**config.mk**
```make
export PLATFORM = sky130hd
export DESIGN_NAME = load_store_unit
export DESIGN_NICKNAME = d
export VERILOG_FILES = /design/src/rtl/lsu_pkg.sv /design/src/rtl/load_store_unit_align.sv /design/src/rtl/load_store_unit.sv
export SDC_FILE = /design/constraint.sdc
export NUM_CORES = 1
export LEC_CHECK = 0
export BUFFER_PORTS_ARGS = -buffer_cell sky130_fd_sc_hd__buf_2
export CORE_AREA = 4 4 105 132
export CTS_CLUSTER_DIAMETER = 150
export DETAILED_ROUTE_END_ITERATION = 16
export DIE_AREA = 0 0 109 136
export MAX_ROUTING_LAYER = met4
export PLACE_DENSITY = 0.73
export SYNTH_ARGS = -nofsm -noshare
export SYNTH_HDL_FRONTEND = slang
export SYNTH_SLANG_ARGS = --single-unit
```
**constraint.sdc**
```tcl
create_clock -name clk -period 2.5 [get_ports clk]
set_input_delay 0.625 -clock clk [delete_from_list [all_inputs] [get_ports clk]]
set_output_delay 0.625 -clock clk [all_outputs]
set_load 0.01 [all_outputs]
```
**src/rtl/lsu_pkg.sv**
```systemverilog
// ============================================================================
// Module      : lsu_pkg
// Description : Shared encodings for the load/store unit: access sizes,
//               FSM states and byte-lane strobe patterns.
// Revision    : 1.0 - initial release
// ============================================================================
`default_nettype none

package lsu_pkg;

    localparam logic [1:0] SIZE_B   = 2'b00;
    localparam logic [1:0] SIZE_H   = 2'b01;
    localparam logic [1:0] SIZE_W   = 2'b10;
    localparam logic [1:0] SIZE_ILL = 2'b11;

    typedef enum logic [1:0] {
        IDLE = 2'b00,
        REQ  = 2'b01,
        RESP = 2'b10
    } state_t;

    localparam logic [3:0] STRB_NONE = 4'b0000;
    localparam logic [3:0] STRB_B0   = 4'b0001;
    localparam logic [3:0] STRB_HLO  = 4'b0011;
    localparam logic [3:0] STRB_HHI  = 4'b1100;
    localparam logic [3:0] STRB_W    = 4'b1111;

endpackage

`default_nettype wire

```
**src/rtl/load_store_unit_align.sv**
```systemverilog
// ============================================================================
// Module      : lsu_align
// Description : Combinational store lane replication / strobe generation and
//               load byte-lane extraction with sign or zero extension.
// Revision    : 1.0 - initial release
// ============================================================================
`default_nettype none

module lsu_align
    import lsu_pkg::*;
(
    input  logic [1:0]  i_size,
    input  logic [1:0]  i_lane,
    input  logic        i_unsigned,
    input  logic [31:0] i_wdata,
    input  logic [31:0] i_rdata,
    output logic [3:0]  o_wstrb,
    output logic [31:0] o_wdata,
    output logic [31:0] o_load
);

    logic [7:0]  w_byte;
    logic [15:0] w_half;

    always_comb begin
        o_wstrb = STRB_NONE;
        o_wdata = i_wdata;
        case (i_size)
            SIZE_B: begin
                o_wstrb = STRB_B0 << i_lane;
                o_wdata = {4{i_wdata[7:0]}};
            end
            SIZE_H: begin
                o_wstrb = i_lane[1] ? STRB_HHI : STRB_HLO;
                o_wdata = {2{i_wdata[15:0]}};
            end
            SIZE_W: begin
                o_wstrb = STRB_W;
                o_wdata = i_wdata;
            end
            default: begin
                o_wstrb = STRB_NONE;
                o_wdata = i_wdata;
            end
        endcase
    end

    always_comb begin
        w_byte = 8'h00;
        case (i_lane)
            2'd0:    w_byte = i_rdata[7:0];
            2'd1:    w_byte = i_rdata[15:8];
            2'd2:    w_byte = i_rdata[23:16];
            default: w_byte = i_rdata[31:24];
        endcase
        w_half = i_lane[1] ? i_rdata[31:16] : i_rdata[15:0];
    end

    always_comb begin
        o_load = i_rdata;
        case (i_size)
            SIZE_B:  o_load = {{24{w_byte[7] & ~i_unsigned}}, w_byte};
            SIZE_H:  o_load = {{16{w_half[15] & ~i_unsigned}}, w_half};
            default: o_load = i_rdata;
        endcase
    end

endmodule

`default_nettype wire

```
**src/rtl/load_store_unit.sv**
```systemverilog
// ============================================================================
// Module      : load_store_unit
// Description : Single-transaction data-memory access engine: validates the
//               decoded request, runs one req/ack bus cycle, reports status.
// Revision    : 1.0 - initial release
// ============================================================================
`default_nettype none

module load_store_unit
    import lsu_pkg::*;
#(
    parameter int TIMEOUT_CYCLES = 255,
    parameter int CNT_WIDTH      = 8
)(
    input  logic        clk,
    input  logic        rst_n,
    input  logic        start,
    input  logic        data_r,
    input  logic        data_w,
    input  logic [1:0]  data_size,
    input  logic        unsigned_value,
    input  logic [31:0] addr,
    input  logic [31:0] wdata,
    output logic        busy,
    output logic        done,
    output logic [31:0] rdata,
    output logic        misaligned,
    output logic        bus_error,
    output logic        mem_req,
    output logic        mem_we,
    output logic [31:0] mem_addr,
    output logic [3:0]  mem_wstrb,
    output logic [31:0] mem_wdata,
    input  logic        mem_ack,
    input  logic [31:0] mem_rdata,
    input  logic        mem_err
);

    localparam bit                   C_TO_EN     = (TIMEOUT_CYCLES != 0);
    localparam int                   C_TO_LAST_I = (TIMEOUT_CYCLES > 0) ? TIMEOUT_CYCLES - 1 : 0;
    localparam logic [CNT_WIDTH-1:0] C_TO_LAST   = C_TO_LAST_I[CNT_WIDTH-1:0];

    state_t                 r_state;
    state_t                 w_state_nxt;
    logic [31:0]            r_addr;
    logic [1:0]             r_size;
    logic                   r_uns;
    logic                   r_we;
    logic [31:0]            r_wdata;
    logic [CNT_WIDTH-1:0]   r_cnt;
    logic                   r_mis;
    logic                   r_berr;
    logic [31:0]            r_rdata;

    logic                   w_cmd_bad;
    logic                   w_align_bad;
    logic                   w_timeout;
    logic [3:0]             w_wstrb;
    logic [31:0]            w_wdata;
    logic [31:0]            w_load;

    assign w_cmd_bad   = (data_r == data_w);
    assign w_align_bad = (data_size == SIZE_ILL)
                       | ((data_size == SIZE_H) & addr[0])
                       | ((data_size == SIZE_W) & (addr[1:0] != 2'b00));
    assign w_timeout   = C_TO_EN && (r_cnt == C_TO_LAST);

    lsu_align u_align (
        .i_size     (r_size),
        .i_lane     (r_addr[1:0]),
        .i_unsigned (r_uns),
        .i_wdata    (r_wdata),
        .i_rdata    (mem_rdata),
        .o_wstrb    (w_wstrb),
        .o_wdata    (w_wdata),
        .o_load     (w_load)
    );

    always_ff @(posedge clk or negedge rst_n) begin
        if (!rst_n) begin
            r_state <= IDLE;
        end else begin
            r_state <= w_state_nxt;
        end
    end

    always_comb begin
        w_state_nxt = r_state;
        case (r_state)
            IDLE: begin
                if (start) begin
                    w_state_nxt = (w_cmd_bad || w_align_bad) ? RESP : REQ;
                end
            end
            REQ: begin
                if (mem_ack || w_timeout) begin
                    w_state_nxt = RESP;
                end
            end
            RESP:    w_state_nxt = IDLE;
            default: w_state_nxt = IDLE;
        endcase
    end

    always_ff @(posedge clk or negedge rst_n) begin
        if (!rst_n) begin
            r_addr  <= '0;
            r_size  <= '0;
            r_uns   <= 1'b0;
            r_we    <= 1'b0;
            r_wdata <= '0;
            r_cnt   <= '0;
            r_mis   <= 1'b0;
            r_berr  <= 1'b0;
            r_rdata <= '0;
        end else begin
            case (r_state)
                IDLE: begin
                    if (start) begin
                        // Command fault outranks alignment fault.
                        r_berr <= w_cmd_bad;
                        r_mis  <= ~w_cmd_bad & w_align_bad;
                        r_cnt  <= '0;
                        if (!w_cmd_bad && !w_align_bad) begin
                            r_addr  <= addr;
                            r_size  <= data_size;
                            r_uns   <= unsigned_value;
                            r_we    <= data_w;
                            r_wdata <= wdata;
                        end
                    end
                end
                REQ: begin
                    if (mem_ack) begin
                        r_berr <= mem_err;
                        if (!r_we && !mem_err) begin
                            r_rdata <= w_load;
                        end
                    end else if (w_timeout) begin
                        r_berr <= 1'b1;
                    end else begin
                        r_cnt <= r_cnt + {{(CNT_WIDTH-1){1'b0}}, 1'b1};
                    end
                end
                default: ;
            endcase
        end
    end

    assign busy       = (r_state == REQ) || (r_state == RESP);
    assign done       = (r_state == RESP);
    assign misaligned = done & r_mis;
    assign bus_error  = done & r_berr;
    assign rdata      = r_rdata;
    assign mem_req    = (r_state == REQ);
    assign mem_we     = mem_req & r_we;
    assign mem_addr   = {r_addr[31:2], 2'b00};
    assign mem_wstrb  = mem_we ? w_wstrb : STRB_NONE;
    assign mem_wdata  = w_wdata;

endmodule

`default_nettype wire
```
==> run_results.csv <==
group,metric,value,unit
timing,worst_pin_slew,0.579,ns
global_route,grt_pass1_vias,4499,
floorplanning,die_h,136,um
power,p_per_area,1220,nW/um^2
worst_setup_path,worstPathCellList,"inv_1 -> ha_1 -> and2_1 -> o21ai_0 -> nor2b_1 -> buf_2",
global_route,grt.overflow.total,0,
place,gp_congestion,0.831,
worst_setup_path,max_stage_delay,0.39,ns
finish,syn2layout_area_growth,24.5,%
floorplanning,coreArea,12600,sq um
floorplanning,initial_core_util,44.0,%
logic_synthesis,synth_edf_count,0,
place,place_ws,0.322,ns
place,place_area,6610,sq um
timing,holdWs,0.240,ns
place,post-dp-hpwl,10900,um
power,power_leakage,3.43,nW
floorplanning,io_pins,212,
finish,layout-drive-gt1-share,51.2,%
worst_setup_path,critPathLaunchType,"flip-flop",
timing,slew_headroom,60.9,%
floorplanning,rows,46,
clock_network,cts_max_path_buffers,2,
place,placed_cells,828,
detailed_routing,vias,4392,
detailed_routing,drt_iter0_markers,266,
worst_setup_path,r2r_cells,5,
logic_synthesis,yosysWarnings,0,
power,peakVddDrop,0.000613,V
clock_network,path_clk_slew,0.07,ns
global_route,grt_max_degree,59,
worst_setup_path,worst-setup-path-type,"flip-flop to primary output",
timing,clock_skew,0.00549,ns
clock_network,cts_tree,"done",
timing,final-max-slew-violation-count,0,
worst_setup_path,critPathMaxFanout,3,
worst_setup_path,required,1.88,ns
timing,setup_viol,0,
detailed_routing,avgRoutedWirePerCell,16.6,um
finish,stdcell_count,845,
worst_setup_path,critPathCaptureType,"primary output",
clock_network,clock-root-buffer,"clkbuf_16",
clock_network,cts.hold.buffers_added,0,
run,drv_cap,0,
logic_synthesis,synthDistinctLibCells,46,
floorplanning,die_w,109,um
timing,fin_crit_sh,92.0,%
timing,layout_setup_ws,0.199,ns
floorplanning,die-area,14800,sq um
finish,final_cell_area,6910,sq um
worst_setup_path,cpMaxStageDelayCell,"dfrtp_1",
logic_synthesis,synth.avg_cell_area,11.3,sq um
clock_network,cts_setup_buffers,0,
detailed_routing,drt.antenna.violating_nets,0,
clock_network,cts_buffers,9,
timing,period_minus_slack,2.30,ns
logic_synthesis,ys_seq_area_share,50.5,%
place,numPortBuffers,209,
worst_hold_path,hp-class,"primary input to async pin",
worst_setup_path,rrSetupSlack,0.42,ns
detailed_routing,firstDrtPassIters,4,
detailed_routing,drt-total-wl,14000,um
global_route,grt.total_usage,19.5,%
clock_network,htree_levels,3,
logic_synthesis,netlist_area,5550,sq um
timing,rsz0062_at_grt,"false",
logic_synthesis,synthArstFlopShare,100,%
detailed_routing,drc,0,
timing,setup-tns-final,0,ns
clock_network,clock_latency,0.34,ns
logic_synthesis,synth_seq_cells,112,
clock_network,clock_sinks,112,
logic_synthesis,synth_ff_type,"dfrtp_1",
worst_setup_path,arrival,1.68,ns
detailed_routing,vias_per_cell,5.20,
outcome,status,"finished clean",
timing,final-hold-violation-count,0,
logic_synthesis,synthCells,492,
global_route,antenna_found_initial,1,
finish,nets,782,
timing,clock.fmax,435,MHz
global_route,grt_pass1_wl,22000,um
[metrics by stage]
stage / util, % / total power (W)
after floorplan: - / 0.00584
after global placement: 52.4 / 0.00695
after detailed placement: 52.4 / 0.00711
after CTS: 54.8 / 0.00855
after global routing: 54.8 / 0.00904
final: 54.8 / 0.00844
[metal layers]
| layer | track usage [%] | vias up | wire, um |
|---|---|---|---|
| li1 | - | 2057 | - |
| met1 | 22.9 | 2124 | 5580 |
| met2 | 32.9 | 189 | 7120 |
| met3 | 3.47 | 22 | 999 |
| met4 | 7.51 | 0 | 348 |
| met5 | - | - | 0 |
[synthesized netlist by cell type (4+ instances only)]
cell	n	area share, %
mux2_2	91	18
ha_1	5	1.1
nand3_1	6	0.54
a21oi_1	31	2.8
buf_2	5	0.45
clkbuf_1	16	1.1
inv_1	7	0.47
or3_1	4	0.45
and2_1	5	0.56
dfrtp_1	112	51
buf_4	40	5.4
xor2_1	5	0.79
a22oi_1	7	0.95
mux2i_1	9	1.6
nor2b_1	4	0.45
nor2_1	33	2.2
a222oi_1	7	1.3
nand2_1	41	2.8
o21ai_0	26	2.3
[cell usage in the layout, fill, tap and decap left out, types with 5 or more instances in the layout]
master,Yosys,routed
inv_1,7,7
nand2_1,41,41
mux2_2,91,91
nor2_1,33,33
xor2_1,5,5
nand3_1,6,6
a22oi_1,7,7
ha_1,5,5
and2_1,5,5
o21ai_0,26,26
buf_4,40,20
mux2i_1,9,9
dfrtp_1,112,110
buf_2,5,208
a21oi_1,31,31
a222oi_1,7,7
clkbuf_16,0,9
[repair_timing]
item / in CTS / in global routing
setup endpoints to repair: 0 / 1
resized for setup: 0 / 1
endpoints found under the hold margin: 0 / 0
[sequential cells by signal, indices dropped and copies added, names as in the netlist]
register  count
r_addr       32
r_wdata      32
rdata        32
r_cnt         8
r_size        2
r_state       2
r_berr        1
r_mis         1
r_uns         1
r_we          1
[worst paths after layout]
| path | start | end |
|---|---|---|
| max | r_state[1]$_DFFE_PN0P_ | mem_wstrb[0] |
| min | rst_n | rdata[27]$_DFFE_PN0P_ |
| max reg2reg | r_cnt[2]$_DFFE_PN0P_ | r_berr$_DFFE_PN0P_ |
| min reg2reg | rdata[6]$_DFFE_PN0P_ | rdata[6]$_DFFE_PN0P_ |
| max in group asynchronous | rst_n | r_addr[3]$_DFFE_PN0P_ |
| min in group clk | rdata[6]$_DFFE_PN0P_ | rdata[6]$_DFFE_PN0P_ |
[layout make-up]
| cell class | instances | area (sq um) |
|---|---|---|
| clock inverter | 4 | 27.5 |
| timing repair buffer | 230 | 1230 |
| fill | 1122 | 5700 |
| multi-input combinational | 311 | 2340 |
| antenna | 1 | 2.50 |
| clock buffer | 12 | 267 |
| sequential | 112 | 2810 |
| tap | 168 | 210 |
| inverter | 7 | 26.3 |
[worst max-delay path: cells and delay by family (launching register included)]
| kind | cells | cell delay (ns) |
|---|---|---|
| flip-flops | 1 | 0.39 |
| AND/OR/NAND/NOR | 2 | 0.35 |
| buffers and inverters | 2 | 0.26 |
| adder cells (fa/ha/maj) | 1 | 0.18 |
| AO/OA/AOI/OAI | 1 | 0.16 |
[power breakdown]
group	switching, W	internal [W]
Combinational	0.00191	0.00189
Sequential	0.000591	0.00264
Clock	0.000638	0.000759
Total	0.00314	0.00529
[cells by family after synthesis]
group	count (synthesis)	share of synthesized area [%]
buf+inv	70	7.56
xor+xnor	5	0.789
other cells	1	0.0676
mux	102	20.8
flops	112	50.5
simple gates	113	9.72
fa+ha+maj	5	1.13
compound gates	84	9.45
Power figures use the tool's default switching activity.
